## src/rtl/r2r_dac_pkg.sv

```systemverilog
// Shared types and default widths for the R2R ladder waveform generator.
package r2r_dac_pkg;

    localparam int DEF_DATA_W = 8;
    localparam int DEF_DIV_W  = 16;

    typedef enum logic [1:0] {
        MODE_EXT = 2'd0,
        MODE_SAW = 2'd1,
        MODE_TRI = 2'd2,
        MODE_SQR = 2'd3
    } mode_e;

endpackage

```

## src/rtl/r2r_clk_div.sv

```systemverilog
// Loadable down-counting divider producing a one-cycle tick on each expiry.
module r2r_clk_div #(
    parameter int DATA_W = 8,
    parameter int DIV_W  = 16
) (
    input  logic              clk,
    input  logic              rst_n,
    input  logic              load,
    input  logic [DATA_W-1:0] data,
    input  logic              restart,
    output logic              tick
);

    logic [DIV_W-1:0] div_cnt;
    logic [DIV_W-1:0] div_reload;

    always_ff @(posedge clk or negedge rst_n) begin
        if (!rst_n) begin
            div_cnt    <= '0;
            div_reload <= '0;
            tick       <= 1'b0;
        end else begin
            // A new reload value only lands in the counter at the next expiry.
            if (load)
                div_reload <= DIV_W'(data);
            if (restart) begin
                div_cnt <= div_reload;
                tick    <= 1'b0;
            end else if (div_cnt == '0) begin
                div_cnt <= div_reload;
                tick    <= 1'b1;
            end else begin
                div_cnt <= div_cnt - DIV_W'(1);
                tick    <= 1'b0;
            end
        end
    end

endmodule

```

## src/rtl/r2r_dac_wavegen.sv

```systemverilog
// R2R DAC driver: external passthrough or saw/triangle/square phase engine.
module r2r_dac_wavegen
    import r2r_dac_pkg::*;
#(
    parameter int DATA_W = DEF_DATA_W,
    parameter int DIV_W  = DEF_DIV_W
) (
    input  logic              clk,
    input  logic              rst_n,
    input  logic [1:0]        mode,
    input  logic [DATA_W-1:0] data,
    input  logic              load_divider,
    input  logic              load_step,
    input  logic              hold,
    output logic [DATA_W-1:0] dac_out,
    output logic              tick,
    output logic              wrap
);

    localparam logic [DATA_W-1:0] ONES    = {DATA_W{1'b1}};
    localparam logic [DATA_W:0]   TOP_EXT = {1'b0, {DATA_W{1'b1}}};

    mode_e             mode_q;
    logic              mode_chg;
    logic [DATA_W-1:0] phase, phase_nx;
    logic [DATA_W-1:0] step;
    logic              tri_down, down_nx;
    logic              wrap_nx;
    logic [DATA_W:0]   sum;
    logic [DATA_W-1:0] dac_nx;

    assign mode_chg = (mode_e'(mode) != mode_q);

    r2r_clk_div #(.DATA_W(DATA_W), .DIV_W(DIV_W)) u_div (
        .clk     (clk),
        .rst_n   (rst_n),
        .load    (load_divider),
        .data    (data),
        .restart (mode_chg),
        .tick    (tick)
    );

    always_comb begin
        phase_nx = phase;
        down_nx  = tri_down;
        wrap_nx  = 1'b0;
        sum      = {1'b0, phase} + {1'b0, step};
        if (tick && !hold) begin
            unique case (mode_q)
                MODE_SAW, MODE_SQR: begin
                    phase_nx = sum[DATA_W-1:0];
                    wrap_nx  = sum[DATA_W];
                end
                MODE_TRI: begin
                    // Both turnarounds clamp to the rail so the peaks are always hit.
                    if (!tri_down) begin
                        if (sum >= TOP_EXT) begin
                            phase_nx = ONES;
                            down_nx  = 1'b1;
                        end else begin
                            phase_nx = sum[DATA_W-1:0];
                        end
                    end else if (phase <= step) begin
                        phase_nx = '0;
                        down_nx  = 1'b0;
                        wrap_nx  = 1'b1;
                    end else begin
                        phase_nx = phase - step;
                    end
                end
                default: ;
            endcase
        end
    end

    always_comb begin
        unique case (mode_q)
            MODE_EXT: dac_nx = data;
            MODE_SQR: dac_nx = {DATA_W{phase[DATA_W-1]}};
            default:  dac_nx = phase;
        endcase
    end

    always_ff @(posedge clk or negedge rst_n) begin
        if (!rst_n) begin
            mode_q   <= MODE_EXT;
            phase    <= '0;
            tri_down <= 1'b0;
            step     <= DATA_W'(1);
            wrap     <= 1'b0;
            dac_out  <= '0;
        end else begin
            if (load_step)
                step <= data;
            dac_out <= dac_nx;
            if (mode_chg) begin
                mode_q   <= mode_e'(mode);
                phase    <= '0;
                tri_down <= 1'b0;
                wrap     <= 1'b0;
            end else begin
                phase    <= phase_nx;
                tri_down <= down_nx;
                wrap     <= wrap_nx;
            end
        end
    end

endmodule

```

## config.mk

```make
export PLATFORM = sky130hd
export DESIGN_NAME = r2r_dac_wavegen
export DESIGN_NICKNAME = d
export VERILOG_FILES = /design/src/rtl/r2r_dac_pkg.sv /design/src/rtl/r2r_clk_div.sv /design/src/rtl/r2r_dac_wavegen.sv
export SDC_FILE = /design/constraint.sdc
export NUM_CORES = 1
export LEC_CHECK = 0
export BUFFER_PORTS_ARGS = -buffer_cell sky130_fd_sc_hd__buf_4
export CAP_MARGIN = 10
export CORE_AREA = 5 5 77 93
export CTS_CLUSTER_SIZE = 30
export DETAILED_ROUTE_END_ITERATION = 6
export DIE_AREA = 0 0 82 98
export GPL_ROUTABILITY_DRIVEN = 0
export GPL_TIMING_DRIVEN = 0
export PLACE_DENSITY_LB_ADDON = 0.3
export SKIP_CTS_REPAIR_TIMING = 1
export SYNTH_ARGS = -nofsm -noshare
export SYNTH_HDL_FRONTEND = slang
export SYNTH_HIERARCHICAL = 1
export SYNTH_SLANG_ARGS = --single-unit
export TNS_END_PERCENT = 30
```

## constraint.sdc

```tcl
create_clock -name clk -period 5.4 [get_ports clk]
set_input_delay 0.27 -clock clk [delete_from_list [all_inputs] [get_ports clk]]
set_output_delay 0.27 -clock clk [all_outputs]
set_load 0.01 [all_outputs]
```

Word-level counts from Yosys, hierarchy flattened
Index checks and enable logic that the tools add are counted.

Output and inout bits: 10. Register bits: 53.

Reduce and logical (&&, ||, !) cells: 10. Add/sub/neg operators: 3. Eq/ne operators: 4. Order comparisons: 2. Mux-type cells: 22.

Operators with widths (count): two-way mux 8 bit (5); two-way mux 16 bit (2); case mux 8 bit (2 select lines) (2); zero test 16 bit (1); subtractor 16 x 1 -> 16 bit, second input constant (1); two-way mux 1 bit (12); adder 8 x 8 -> 9 bit (1); >= comparator 9 x 8 -> 1 bit, second input constant (1); <= comparator 8 bit (1); subtractor 8 bit (1); equality test 2 bit, second input constant (2); AND reduction 2 bit (2); nonzero test 2 bit (2); nonzero test 3 bit (1); equality test 2 x 1 -> 1 bit, second input constant (1); zero test 2 bit (1); inequality test 2 bit (1); case mux 1 bit (2 select lines) (1); OR reduction 2 bit (1); logical AND 1 bit (1); zero test 1 bit (1).

Longest topological paths before layout
Depth after elaboration: 7. Mapped depth: 10. Depth with buffers taken out: 10.

Hierarchy
Netlist, hierarchy kept.

Modules (own cells, without submodules): r2r_dac_wavegen (instances 1, area an instance 2114.5 sq um, seq. area each 701.9 sq um, cells each 240); r2r_clk_div (instances 1, area an instance 1204.9 sq um, seq. area each 625.6 sq um, cells each 103).

Worst setup path after synthesis
Ideal clock, no wire load.

Path type: flip-flop to flip-flop. From: register step[0]. To: register tri_down. Period minus slack after synthesis: 2.358 ns. Required time: 5.323 ns. Path buffers: 0. Slack: 3.042 ns. Arrival: 2.281 ns. Library setup time: 0.077 ns. Cell stages (with the launch flop): 10. Cell sequence: dfstp_2 ha_1 inv_1 fa_1 o21bai_1 a21oi_1 xnor2_1 nand3b_1 or4b_1 a21oi_1.

Cells in the longest elaborated chain, start to end: 7. Elaborated cells on any way between the ends: 9. Those cells by class: add/sub: 1; order compare: 2; mux: 6.

Ends and longest elaborated chain: start: declaration (line r2r_dac_wavegen.sv:26) `logic [DATA_W-1:0] step;`; start signal: assignment (line r2r_dac_wavegen.sv:94) `step <= data;`; adder 8 x 8 -> 9 bit (line r2r_dac_wavegen.sv:47) `sum = {1'b0, phase} + {1'b0, step};`; >= comparator 9 x 8 -> 1 bit (line r2r_dac_wavegen.sv:57) `if (sum >= TOP_EXT) begin`; two-way mux 1 bit (line r2r_dac_wavegen.sv:57); two-way mux 1 bit * (line r2r_dac_wavegen.sv:56) `if (!tri_down) begin`; two-way mux 1 bit * (line r2r_dac_wavegen.sv:49) `unique case (mode_q)`; two-way mux 1 bit * (line r2r_dac_wavegen.sv:48) `if (tick && !hold) begin`; two-way mux 1 bit * (line r2r_dac_wavegen.sv:96) `if (mode_chg) begin`; end signal: assignment (line r2r_dac_wavegen.sv:103) `tri_down <= down_nx;`; end: declaration (line r2r_dac_wavegen.sv:27) `logic tri_down, down_nx;`.

Mark *: on every way between the ends. The rest lies on a longest branch, timed or not. The select of a mux whose other input is x is not followed. A chain may end at the register's enable or synchronous reset.

Worst setup path in the final report
From: register step[0]. To: register phase[6].

Cells in the longest elaborated chain, start to end: 7. Elaborated cells on any way between the ends: 10. Those cells by class: add/sub: 2; order compare: 2; mux: 6.

Ends and longest elaborated chain: adder 8 x 8 -> 9 bit (line r2r_dac_wavegen.sv:47); >= comparator 9 x 8 -> 1 bit (line r2r_dac_wavegen.sv:57); two-way mux 8 bit (line r2r_dac_wavegen.sv:57); two-way mux 8 bit (line r2r_dac_wavegen.sv:56); case mux 8 bit (2 select lines) * (line r2r_dac_wavegen.sv:49); two-way mux 8 bit * (line r2r_dac_wavegen.sv:48); two-way mux 8 bit * (line r2r_dac_wavegen.sv:96); end signal: assignment (line r2r_dac_wavegen.sv:102) `phase <= phase_nx;`; end: declaration (line r2r_dac_wavegen.sv:25) `logic [DATA_W-1:0] phase, phase_nx;`.

Marks and branches as above.

==> results.sh <==
export IMPL_min_period_over_period_pct=51.70
export IMPL_ys_warnings_count=6
export IMPL_clkTransAtPathRegs_ps=100
export IMPL_drv_cap=0
export IMPL_final_setup_tns_ps=0
export IMPL_rsz0062_at_grt="false"
export IMPL_ys_seq_elements=53
export IMPL_dieArea_mm2=0.008036
export IMPL_endpoint_kind="flop"
export IMPL_combPwrFrac_pct=19.5
export IMPL_overflow=0
export IMPL_slew_viol_final=0
export IMPL_cpMostUsedCell="a21oi_1"
export IMPL_hold_viol=21
export IMPL_hpwl_um=5687
export IMPL_cp_num_buf_inv=1
export IMPL_dpl_cell_count=451
export IMPL_dr_pass1_iters=4
export IMPL_ys_types=63
export IMPL_coreArea_mm2=0.006246
export IMPL_wl_met1_um=3078
export IMPL_nets=412
export IMPL_start_util_pct=53.15
export IMPL_p_per_area_mw_per_mm2=241.8
export IMPL_crit_type="flop to flop"
export IMPL_clock_fmax_mhz=358.2
export IMPL_critPathMaxStageDelay_ps=560
export IMPL_route_detailed_drc=0
export IMPL_clkSinkCount=53
export IMPL_fin_ws_ps=2608
export IMPL_hold_class="input port to asynchronous set/reset pin"
export IMPL_antennaDiodeCount=0
export IMPL_final_layout_size_suffix_gt1_share_pct=17.38
export IMPL_synth_ff_type="dfrtp_1"
export IMPL_synth_xor_area_share_pct=5.277
export IMPL_netlist_top_cells_area="dfrtp_1, ha_1, mux2_2"
export IMPL_finalInstanceArea_mm2=0.003710
export IMPL_syn_avg_cell_area_um2=9.678
export IMPL_synth_adder_area_share_pct=9.499
export IMPL_h_tree_depth=2
export IMPL_grt_pass1_wl_um=12560
export IMPL_muxShareOfSynthArea_pct=4.674
export IMPL_vias=2613
export IMPL_cts_root_buffer="clkbuf_8"
export IMPL_setup_viol=0
export IMPL_tritoncts="built"
export IMPL_ff2ff_path_depth=9
export IMPL_placed_area_mm2=0.003598
export IMPL_slew_headroom_pct=55.67
export IMPL_p_sw_share_pct=28.55
export IMPL_p_sw_mw=0.2561
export IMPL_synth_edff_count=0
export IMPL_rr_startpoint="step[0]"
export IMPL_cp_top_family="compound AO/OA/AOI/OAI gates"
export IMPL_violations="hold timing"
export IMPL_clock_latency_ps=310
export IMPL_route_met3_wl_um=205
export IMPL_internal_power_mw=0.6409
export IMPL_grt_use_total_pct=20.03
export IMPL_netlist_instances=343
export IMPL_area_growth_pct=11.76
export IMPL_clkPwrFrac_pct=30.1
export IMPL_numCtsBuffers=5
export IMPL_dieHeight_um=98
export IMPL_io_pins=25
export IMPL_netlist_area_mm2=0.003319
export IMPL_die_w_um=82
export IMPL_wire_per_inst_um=16.03
export IMPL_first_iter_violations=94
export IMPL_power_frac_seq_pct=50.4
export IMPL_yosysSeqAreaShare_pct=39.99
export IMPL_wl_met2_um=3783
export IMPL_yosysTopAreaCell="dfrtp_1"
export IMPL_num_rows=32
export IMPL_synth_simple_area_share_pct=16.77
export IMPL_vias_per_cell=5.693
export IMPL_slowest_stage="dfstp_2"
export IMPL_routed_wirelength_um=7358
export IMPL_pre_cts_ws_ps=2668
export IMPL_ant_nets=0
export IMPL_synth_top_area_share_pct=39.20
export IMPL_fin_skew_ps=9.780
export IMPL_synth_compound_area_share_pct=18.43
export IMPL_syn_nets=382
export IMPL_synth_top_family_by_area="compound AO/OA/AOI/OAI gates"
export IMPL_cp_max_fo=7
export IMPL_final_cell_count_no_fill=459
export IMPL_leakagePower_nw=1.651
export IMPL_ir_drop_mv=0.1146
export IMPL_fin_crit_ps=2792
export IMPL_grt_pass1_vias=2647
export IMPL_critPathLaunchType="flop"
export IMPL_worstPathCellList="ha_1 -> inv_1 -> fa_1 -> a211o_2 -> a21oi_1 -> a211oi_2 -> o21ai_1 -> a21oi_1 -> a22o_1"
export IMPL_postSynth_asyncResetShare_pct=100.0
export IMPL_rrSetupSlack_ps=2610
export IMPL_status="finished with violations"
export IMPL_r2r_end="phase[6]"
export IMPL_worst_hold_slack_ps=-15.68
export IMPL_antenna_found_initial=0
export IMPL_clock_path_buffers=2
export IMPL_arrival_ps=2990
export IMPL_tightest_slew_ps=665.0
export IMPL_routed_top_layer="met4"
export IMPL_portBuffers=23
export IMPL_grt_start_max_net_pins=54
export IMPL_crit_required_ps=5600
## through the flow
step	total power [mW]	util, %
final	0.8970	59.39
after global routing	0.9427	59.39
after CTS	0.9036	59.39
after detailed placement	0.6352	57.61
after global placement	0.6291	57.61
after floorplan	0.5768	-
## worst max path at each step
stage                  from  endpoint  slack (ps)  cells after the start
floorplan           step[0]  tri_down        3040                      9
finish              step[0]  phase[6]        2610                      9
CTS                 step[0]  phase[6]        2620                      9
detailed placement  step[0]  phase[6]        2670                      9
global route        step[0]  phase[6]        2480                      9
global placement    step[0]  phase[6]        2680                      9
## registers in the layout, indices dropped and copies added (netlist names)
name	count
u_div/div_cnt	16
dac_out	8
phase	8
step	8
u_div/div_reload	8
mode_q	2
tri_down	1
u_div/tick	1
wrap	1
## layer usage
metal | vias to the layer above | global-route usage [%]
li1 | 1270 | -
met1 | 1260 | 24.39
met2 | 60 | 34.04
met3 | 23 | 2.768
met4 | 0 | 9.591
met5 | - | 0
## final cells by class
cell class | count | area (um^2)
timing repair buffer | 23 | 172.7
tap | 85 | 106.4
clock buffer | 6 | 72.57
inverter | 26 | 97.59
clock inverter | 2 | 38.79
sequential | 53 | 1328
fill | 566 | 2536
buffer | 15 | 80.08
multi-input combinational | 249 | 1814
## power by group through the flow
stage | logic [mW] | clock network, mW | registers (mW)
2_1_floorplan | 0.120 | 0 | 0.457
3_3_place_gp | 0.170 | 0 | 0.459
3_5_place_dp | 0.175 | 0 | 0.460
4_1_cts | 0.176 | 0.275 | 0.452
5_1_grt | 0.196 | 0.290 | 0.456
6_report | 0.175 | 0.270 | 0.452
## cells in the mapped netlist, drive strengths merged (4+ instances only)
master / number
nand2b: 4
inv: 26
dfrtp: 52
nor2b: 5
a211o: 4
o31ai: 4
mux2: 12
nand2: 32
a21oi: 27
xor2: 7
o21a: 4
buf: 7
a211oi: 8
xnor2: 13
nand3: 4
o21bai: 4
nor3: 8
clkbuf: 8
nor2: 19
ha: 22
nor3b: 5
nor4: 6
o21ai: 20
## cells in the final DEF (no fill, tap or decap), types with 4 or more instances in the layout
cell / synthesis / routed
o21bai_1: 4 / 4
ha_1: 22 / 22
nand2b_1: 4 / 4
dfrtp_1: 52 / 52
nor3_1: 7 / 7
inv_1: 26 / 26
o21ai_0: 19 / 19
mux2_2: 12 / 12
xor2_1: 7 / 7
clkbuf_1: 8 / 9
a21oi_1: 26 / 26
a211oi_1: 6 / 6
o21a_1: 4 / 4
buf_4: 1 / 24
buf_2: 4 / 4
nor2_1: 19 / 19
clkbuf_8: 0 / 5
nor2b_1: 5 / 5
nor3b_1: 4 / 4
nand2_1: 31 / 31
xnor2_1: 13 / 13
## logic make-up after synthesis
family	after synthesis
buf+inv	41
mux	14
compound gates	91
simple gates	100
fa+ha+maj	24
xor+xnor	20
flops	53
(Power assumes the default switching activity.)
